<file path="config.mk">
export PLATFORM = sky130hd
export DESIGN_NAME = rv32i_mc_control_unit
export DESIGN_NICKNAME = d
export VERILOG_FILES = /design/src/rtl/rv32i_mc_control_unit.sv
export SDC_FILE = /design/constraint.sdc
export NUM_CORES = 1
export LEC_CHECK = 0
export ABC_AREA = 1
export CAP_MARGIN = 20
export CORE_ASPECT_RATIO = 1.1
export CORE_MARGIN = 4
export CORE_UTILIZATION = 45
export DETAILED_ROUTE_END_ITERATION = 8
export MAX_ROUTING_LAYER = met4
export PLACE_DENSITY = 0.87
export SKIP_LAST_GASP = 1
export SLEW_MARGIN = 25
export SYNTH_ARGS = -nofsm -noshare
export SYNTH_HDL_FRONTEND = slang
export SYNTH_SLANG_ARGS = --single-unit
export TNS_END_PERCENT = 30
</file>
<file path="constraint.sdc">
create_clock -name clk_i -period 4.5 [get_ports clk_i]
set_clock_uncertainty 0.2 [all_clocks]
set_input_delay 0.45 -clock clk_i [delete_from_list [all_inputs] [get_ports clk_i]]
set_output_delay 0.45 -clock clk_i [all_outputs]
set_load 0.05 [all_outputs]
</file>
<file path="src/rtl/rv32i_mc_control_unit.sv">
// Multicycle RV32I main control FSM: sequences fetch/decode/execute/memory/writeback
// and decodes ALU operation and immediate format for the datapath.
package rv32i_mc_pkg;
    typedef enum logic [3:0] {
        ALU_ADD  = 4'd0,
        ALU_SUB  = 4'd1,
        ALU_SLL  = 4'd2,
        ALU_SLT  = 4'd3,
        ALU_SLTU = 4'd4,
        ALU_XOR  = 4'd5,
        ALU_SRL  = 4'd6,
        ALU_SRA  = 4'd7,
        ALU_OR   = 4'd8,
        ALU_AND  = 4'd9
    } alu_control_t;
endpackage

module rv32i_mc_control_unit
    import rv32i_mc_pkg::*;
#(
    parameter int unsigned MEM_TIMEOUT  = 16,
    parameter bit          TRAP_ILLEGAL = 1'b1
) (
    input  logic         clk_i,
    input  logic         rst_i,
    input  logic         ena_i,
    input  logic [31:0]  instruction_i,
    input  logic         mem_ready_i,
    input  logic         equal_i,
    input  logic         alu_lt_i,
    input  logic         alu_ltu_i,
    output logic         mem_req_o,
    output logic         mem_wr_ena_o,
    output logic         pc_ena_o,
    output logic         ir_write_o,
    output logic         reg_write_o,
    output logic         adr_src_o,
    output logic [1:0]   alu_src_a_o,
    output logic [1:0]   alu_src_b_o,
    output logic [1:0]   result_src_o,
    output logic [2:0]   imm_src_o,
    output alu_control_t alu_control_o,
    output logic         halted_o,
    output logic [1:0]   fault_o
);

    // state     | meaning                  state     | meaning
    // FETCH     | IR <- mem[PC], PC += 4   EXEC_I    | A op imm_I
    // DECODE    | alu_out <- PC_old + imm  ALU_WB    | rd <- alu_out
    // MEM_ADR   | alu_out <- A + imm       JAL       | PC <- target
    // MEM_READ  | load, wait mem_ready     JALR      | PC <- A + imm_I
    // MEM_WB    | rd <- loaded data        JAL_LINK  | alu_out <- PC_old + 4
    // MEM_WRITE | store, wait mem_ready    BRANCH    | compare, PC <- target if taken
    // EXEC_R    | A op B                   LUI/AUIPC | U-immediate forms
    // HALT      | trapped until reset
    typedef enum logic [3:0] {
        S_FETCH, S_DECODE, S_MEM_ADR, S_MEM_READ, S_MEM_WB, S_MEM_WRITE,
        S_EXEC_R, S_EXEC_I, S_ALU_WB, S_JAL, S_JALR, S_JAL_LINK,
        S_BRANCH, S_LUI, S_AUIPC, S_HALT
    } state_t;

    localparam int TW = (MEM_TIMEOUT > 0) ? $clog2(MEM_TIMEOUT + 1) : 1;
    localparam logic [TW-1:0] TO_LAST = TW'((MEM_TIMEOUT > 0) ? MEM_TIMEOUT - 1 : 0);

    state_t        state_q, state_d;
    logic [TW-1:0] cnt_q, cnt_d;
    logic [1:0]    fault_q, fault_d;

    logic [6:0] opcode;
    logic [2:0] funct3;
    logic       bit30;
    logic       unused_instr_bits;

    assign opcode = instruction_i[6:0];
    assign funct3 = instruction_i[14:12];
    assign bit30  = instruction_i[30];
    assign unused_instr_bits = ^{instruction_i[31], instruction_i[29:15], instruction_i[11:7]};

    logic mem_state, wait_mem, timeout, taken, illegal;

    assign mem_state = (state_q == S_FETCH) || (state_q == S_MEM_READ) || (state_q == S_MEM_WRITE);
    assign wait_mem  = mem_state && !mem_ready_i && (MEM_TIMEOUT != 0);
    assign timeout   = wait_mem && (cnt_q == TO_LAST);

    always_comb begin
        taken = 1'b0;
        case (funct3)
            3'b000:  taken = equal_i;
            3'b001:  taken = !equal_i;
            3'b100:  taken = alu_lt_i;
            3'b101:  taken = !alu_lt_i;
            3'b110:  taken = alu_ltu_i;
            3'b111:  taken = !alu_ltu_i;
            default: taken = 1'b0;
        endcase
    end

    always_comb begin
        illegal = 1'b0;
        case (opcode)
            7'h03, 7'h23, 7'h33, 7'h13, 7'h6F, 7'h67, 7'h37, 7'h17: illegal = 1'b0;
            7'h63:   illegal = (funct3[2:1] == 2'b01);
            default: illegal = 1'b1;
        endcase
    end

    always_ff @(posedge clk_i) begin
        if (!rst_i) begin
            state_q <= S_FETCH;
            cnt_q   <= '0;
            fault_q <= 2'b00;
        end else begin
            state_q <= state_d;
            cnt_q   <= cnt_d;
            fault_q <= fault_d;
        end
    end

    always_comb begin
        state_d = state_q;
        cnt_d   = cnt_q;
        fault_d = fault_q;
        if (ena_i) begin
            case (state_q)
                S_FETCH:     if (mem_ready_i) state_d = S_DECODE;
                S_DECODE: begin
                    if (illegal) begin
                        if (TRAP_ILLEGAL) begin
                            state_d = S_HALT;
                            fault_d = 2'b01;
                        end else begin
                            state_d = S_FETCH;
                        end
                    end else begin
                        case (opcode)
                            7'h03, 7'h23: state_d = S_MEM_ADR;
                            7'h33:        state_d = S_EXEC_R;
                            7'h13:        state_d = S_EXEC_I;
                            7'h6F:        state_d = S_JAL;
                            7'h67:        state_d = S_JALR;
                            7'h63:        state_d = S_BRANCH;
                            7'h37:        state_d = S_LUI;
                            default:      state_d = S_AUIPC;
                        endcase
                    end
                end
                S_MEM_ADR:   state_d = (opcode == 7'h23) ? S_MEM_WRITE : S_MEM_READ;
                S_MEM_READ:  if (mem_ready_i) state_d = S_MEM_WB;
                S_MEM_WB:    state_d = S_FETCH;
                S_MEM_WRITE: if (mem_ready_i) state_d = S_FETCH;
                S_EXEC_R:    state_d = S_ALU_WB;
                S_EXEC_I:    state_d = S_ALU_WB;
                S_ALU_WB:    state_d = S_FETCH;
                S_JAL:       state_d = S_ALU_WB;
                S_JALR:      state_d = S_JAL_LINK;
                S_JAL_LINK:  state_d = S_ALU_WB;
                S_BRANCH:    state_d = S_FETCH;
                S_LUI:       state_d = S_ALU_WB;
                S_AUIPC:     state_d = S_ALU_WB;
                default:     state_d = S_HALT;
            endcase
            if (timeout) begin
                state_d = S_HALT;
                fault_d = 2'b10;
            end
            // Any state change restarts the wait count, so each memory state gets a fresh budget.
            if (state_d != state_q) begin
                cnt_d = '0;
            end else if (wait_mem) begin
                cnt_d = cnt_q + TW'(1);
            end
        end
    end

    logic req_raw, wr_raw, pc_raw, irw_raw, rw_raw, en_gate;

    assign en_gate = rst_i && ena_i;

    always_comb begin
        req_raw       = 1'b0;
        wr_raw        = 1'b0;
        pc_raw        = 1'b0;
        irw_raw       = 1'b0;
        rw_raw        = 1'b0;
        adr_src_o     = 1'b0;
        alu_src_a_o   = 2'b00;
        alu_src_b_o   = 2'b00;
        result_src_o  = 2'b00;
        imm_src_o     = 3'b000;
        alu_control_o = ALU_ADD;
        case (state_q)
            S_FETCH: begin
                req_raw      = 1'b1;
                irw_raw      = mem_ready_i;
                pc_raw       = mem_ready_i;
                alu_src_b_o  = 2'b10;
                result_src_o = 2'b10;
            end
            S_DECODE: begin
                alu_src_a_o = 2'b01;
                alu_src_b_o = 2'b01;
                imm_src_o   = (opcode == 7'h63) ? 3'b010 : 3'b100;
            end
            S_MEM_ADR: begin
                alu_src_a_o = 2'b10;
                alu_src_b_o = 2'b01;
                imm_src_o   = (opcode == 7'h23) ? 3'b001 : 3'b000;
            end
            S_MEM_READ: begin
                req_raw   = 1'b1;
                adr_src_o = 1'b1;
            end
            S_MEM_WB: begin
                rw_raw       = 1'b1;
                result_src_o = 2'b01;
            end
            S_MEM_WRITE: begin
                req_raw   = 1'b1;
                wr_raw    = mem_ready_i;
                adr_src_o = 1'b1;
            end
            S_EXEC_R, S_EXEC_I: begin
                alu_src_a_o = 2'b10;
                alu_src_b_o = (state_q == S_EXEC_I) ? 2'b01 : 2'b00;
                case (funct3)
                    3'b000:  alu_control_o = (state_q == S_EXEC_R && bit30) ? ALU_SUB : ALU_ADD;
                    3'b001:  alu_control_o = ALU_SLL;
                    3'b010:  alu_control_o = ALU_SLT;
                    3'b011:  alu_control_o = ALU_SLTU;
                    3'b100:  alu_control_o = ALU_XOR;
                    3'b101:  alu_control_o = bit30 ? ALU_SRA : ALU_SRL;
                    3'b110:  alu_control_o = ALU_OR;
                    default: alu_control_o = ALU_AND;
                endcase
            end
            S_ALU_WB:    rw_raw = 1'b1;
            S_JAL: begin
                pc_raw      = 1'b1;
                alu_src_a_o = 2'b01;
                alu_src_b_o = 2'b10;
            end
            S_JALR: begin
                pc_raw       = 1'b1;
                alu_src_a_o  = 2'b10;
                alu_src_b_o  = 2'b01;
                result_src_o = 2'b10;
            end
            S_JAL_LINK: begin
                alu_src_a_o = 2'b01;
                alu_src_b_o = 2'b10;
            end
            S_BRANCH: begin
                pc_raw        = taken;
                alu_src_a_o   = 2'b10;
                alu_control_o = ALU_SUB;
            end
            S_LUI: begin
                alu_src_a_o = 2'b11;
                alu_src_b_o = 2'b01;
                imm_src_o   = 3'b011;
            end
            S_AUIPC: begin
                alu_src_a_o = 2'b01;
                alu_src_b_o = 2'b01;
                imm_src_o   = 3'b011;
            end
            default: ;
        endcase
    end

    // A timing-out cycle has mem_ready low, so the ready-gated strobes are already quiet.
    assign mem_req_o    = req_raw && en_gate;
    assign mem_wr_ena_o = wr_raw && en_gate;
    assign pc_ena_o     = pc_raw && en_gate;
    assign ir_write_o   = irw_raw && en_gate;
    assign reg_write_o  = rw_raw && en_gate;
    assign halted_o     = (state_q == S_HALT);
    assign fault_o      = fault_q;

endmodule

</file>
==> results.yml <==
timing:
  fin_crit_sh_pct: 74.5
  finalHoldViolCount: 0
  finalMaxSlewViolations: 0
  setup_viol: 0
  worstMarginPinSlew_ns: 0.509
  relSlewSlack_pct: 66.0
  fmax_mhz: 298
  rsz0062_at_grt: "no"
  min_period_ns: 3.35
  tns_ns: 0
final_layout:
  final_util_pct: 63.3
  drive_gt1_share_pct: 9.49
  fin_nets: 316
  fill_cells: 275
  syn_to_final_growth_pct: 34.5
  antenna_cells: 0
synthesis:
  ys.flop_type: "dfxtp_1"
  synth_cell_types: 30
  ys_ff_latch: 11
  ys_seq_area_share_pct: 17.0
  netlist_instances: 232
  synthTopCellsByArea: "dfxtp_1, nand2_1, inv_1, nor2_1, o21ai_0"
  syn_area_mm2: 0.00130
  synth-edff-count: 0
  synth_top_area_share_pct: 17.0
  async_reset_ff_share_pct: 0
  syn_nets: 273
  yosysTopAreaCell: "dfxtp_1"
  ys_top_cells_by_count: "nand2_1, inv_1, nor2_1"
  yosysMostFrequentCell: "nand2_1"
  synth.avg_cell_area_um2: 5.59
  yosysWarnings: 0
detailed_routing:
  drc_errors: 0
  vias: 1614
  postRouteAntennaNets: 0
  drt_first_iter_violations: 74
  dr.pass1.iters: 4
  drt-total-wl_mm: 3.52
  via_per_inst: 5.26
  wire_per_inst_um: 11.4
clocking:
  ctsHoldBuffers: 0
  cts_root_buf: "clkbuf_4"
  cts.sinks: 11
  htree_levels: 1
  insertion_delay_ns: 0.27
  cts_buffer_depth: 2
  cts_setup_buffers: 0
  cts.reportedPaths.clkPinSlew_ns: 0.07
  cts_buffers: 3
  cts_resized: 0
  tritoncts: "built"
critical_path:
  crit_required_ns: 3.85
  slowest_delay_ns: 0.80
  critPathLaunchType: "input port"
  critPathLaunch: "instruction_i[12]"
  critical_path.top_delay_family: "buffers and inverters"
  r2r_start: "state_q[1]"
  slowest_stage: "clkdlybuf4s50_1"
  path_cells: "clkdlybuf4s50_1 -> inv_1 -> nor2_1 -> inv_1 -> o21ai_0 -> inv_1 -> o221ai_1 -> nand2_1 -> nand3_1 -> nor2_1 -> nor2_1 -> clkdlybuf4s50_1"
  crit_type: "input port to output pin"
  end_kind: "output pin"
  cp_num_buf_inv: 5
  crit_arrival_ns: 2.70
  crit_path_max_fanout: 5
placement:
  post-dp-hpwl_mm: 2.84
  portBuffers: 39
  gp_congestion: 0.968
floorplanning:
  rows: 20
  die_y_um: 64.3
  start_util_pct: 47.1
  die-area_mm2: 0.00380
  die_w_um: 59.2
  core-area_mm2: 0.00275
  io_pins: 61
global_route:
  antenna_found_initial: 0
  grt_first_pass_wirelength_mm: 6.09
  grt_pass1_vias: 1481
  grt_max_degree: 11
  grt_overflow_total: 0
  grt.total_usage_pct: 20.1
hold_path:
  hp-start: "fault_o[0]"
  hold_path.class: "flip-flop to flip-flop"
pwr:
  p_leak_nw: 0.827
  pwr_density_cell_mw_per_mm2: 217
  ir_drop_v: 0.000244
outcome:
  status: "finished clean"
job:
  maxCapViolations: 0
placed cells by master, fill, tap and decap left out, drive strengths merged, types with 2 or more instances in the layout:
cell type | Yosys | final
nor2 | 44 | 44
ha | 2 | 2
dfxtp | 11 | 11
nand3 | 13 | 13
nand4 | 9 | 9
clkdlybuf4s50 | 0 | 39
o21ai | 18 | 18
xor2 | 2 | 2
nor3 | 4 | 4
clkbuf | 0 | 4
a31oi | 3 | 3
nand2 | 60 | 60
inv | 41 | 41
a21oi | 13 | 13
o211ai | 2 | 2
worst reg2reg max path: stages (launching register included):
cell	delay, ns
dfxtp_1	0.40
inv_1	0.13
nor2_1	0.34
nand2_1	0.19
nand4_1	0.14
nor2_1	0.07
nand3_1	0.06
nand2_1	0.12
nand4_1	0.12
nand2_1	0.05
nand2_1	0.08
nor2_2	0.03
path summary, 6_finish.rpt:
| path | to | slack, ns | cells past startpoint |
|---|---|---|---|
| worst min-delay path | fault_o[0] | 0.30 | 2 |
| worst max register to register | cnt_q[0] | 2.47 | 11 |
| worst min register to register | fault_o[0] | 0.30 | 2 |
| worst max-delay path | pc_ena_o | 1.15 | 12 |
where the power goes:
part           switching, mW  leakage (nW)  total, mW  internal (mW)
logic                  0.129         0.721      0.198         0.0684
clock network         0.0328        0.0150     0.0671         0.0343
registers            0.00848        0.0906      0.113          0.105
per-stage QoR:
| stage | instance area [um2] | hold WS, ns | power [mW] | std cells | setup slack, ns |
|---|---|---|---|---|---|
| floorplan | 1300 | 0.304 | 0.249 | 232 | 1.86 |
| global placement | 1720 | 0.269 | 0.308 | 303 | 1.16 |
| detailed placement | 1720 | 0.283 | 0.311 | 303 | 1.13 |
| CTS | 1740 | 0.304 | 0.380 | 307 | 1.13 |
| global route | 1740 | 0.329 | 0.405 | 307 | 0.973 |
| finish | 1740 | 0.300 | 0.378 | 307 | 1.15 |
kinds of logic (layout without fill, tap and decap cells):
group | after synthesis | in the layout | share of synthesized area, %
and+or+nand+nor | 132 | 132 | 47.6
DFF | 11 | 11 | 17.0
AOI/OAI and AO/OA | 42 | 42 | 18.7
xor gates and xnor gates | 3 | 3 | 2.03
adders and majority gates | 2 | 2 | 1.93
buffers and inverters | 42 | 84 | 12.7
area by class of cell:
| type | count | area [um2] | share of cell area, % |
|---|---|---|---|
| clock buffers | 4 | 26.3 | 1.51 |
| inverters | 41 | 154 | 8.83 |
| multi-input cells | 179 | 911 | 52.3 |
| flip-flops and latches | 11 | 220 | 12.6 |
| well taps | 33 | 41.3 | 2.37 |
| repair buffers | 39 | 390 | 22.4 |
metal layers:
layer  vias up  routed length (um)  track usage [%]
li1        842                   -                -
met1       701                1520             24.2
met2        63                1670             34.4
met3         8                 268             1.62
met4         0                  63             7.08
met5         -                   0                -
registers in the layout, summed over array words and instances, names as in the netlist:
| name | flops |
|---|---|
| state_q | 4 |
| fault_o | 2 |
| cnt_q | 5 |
(Power assumes the default switching activity.)
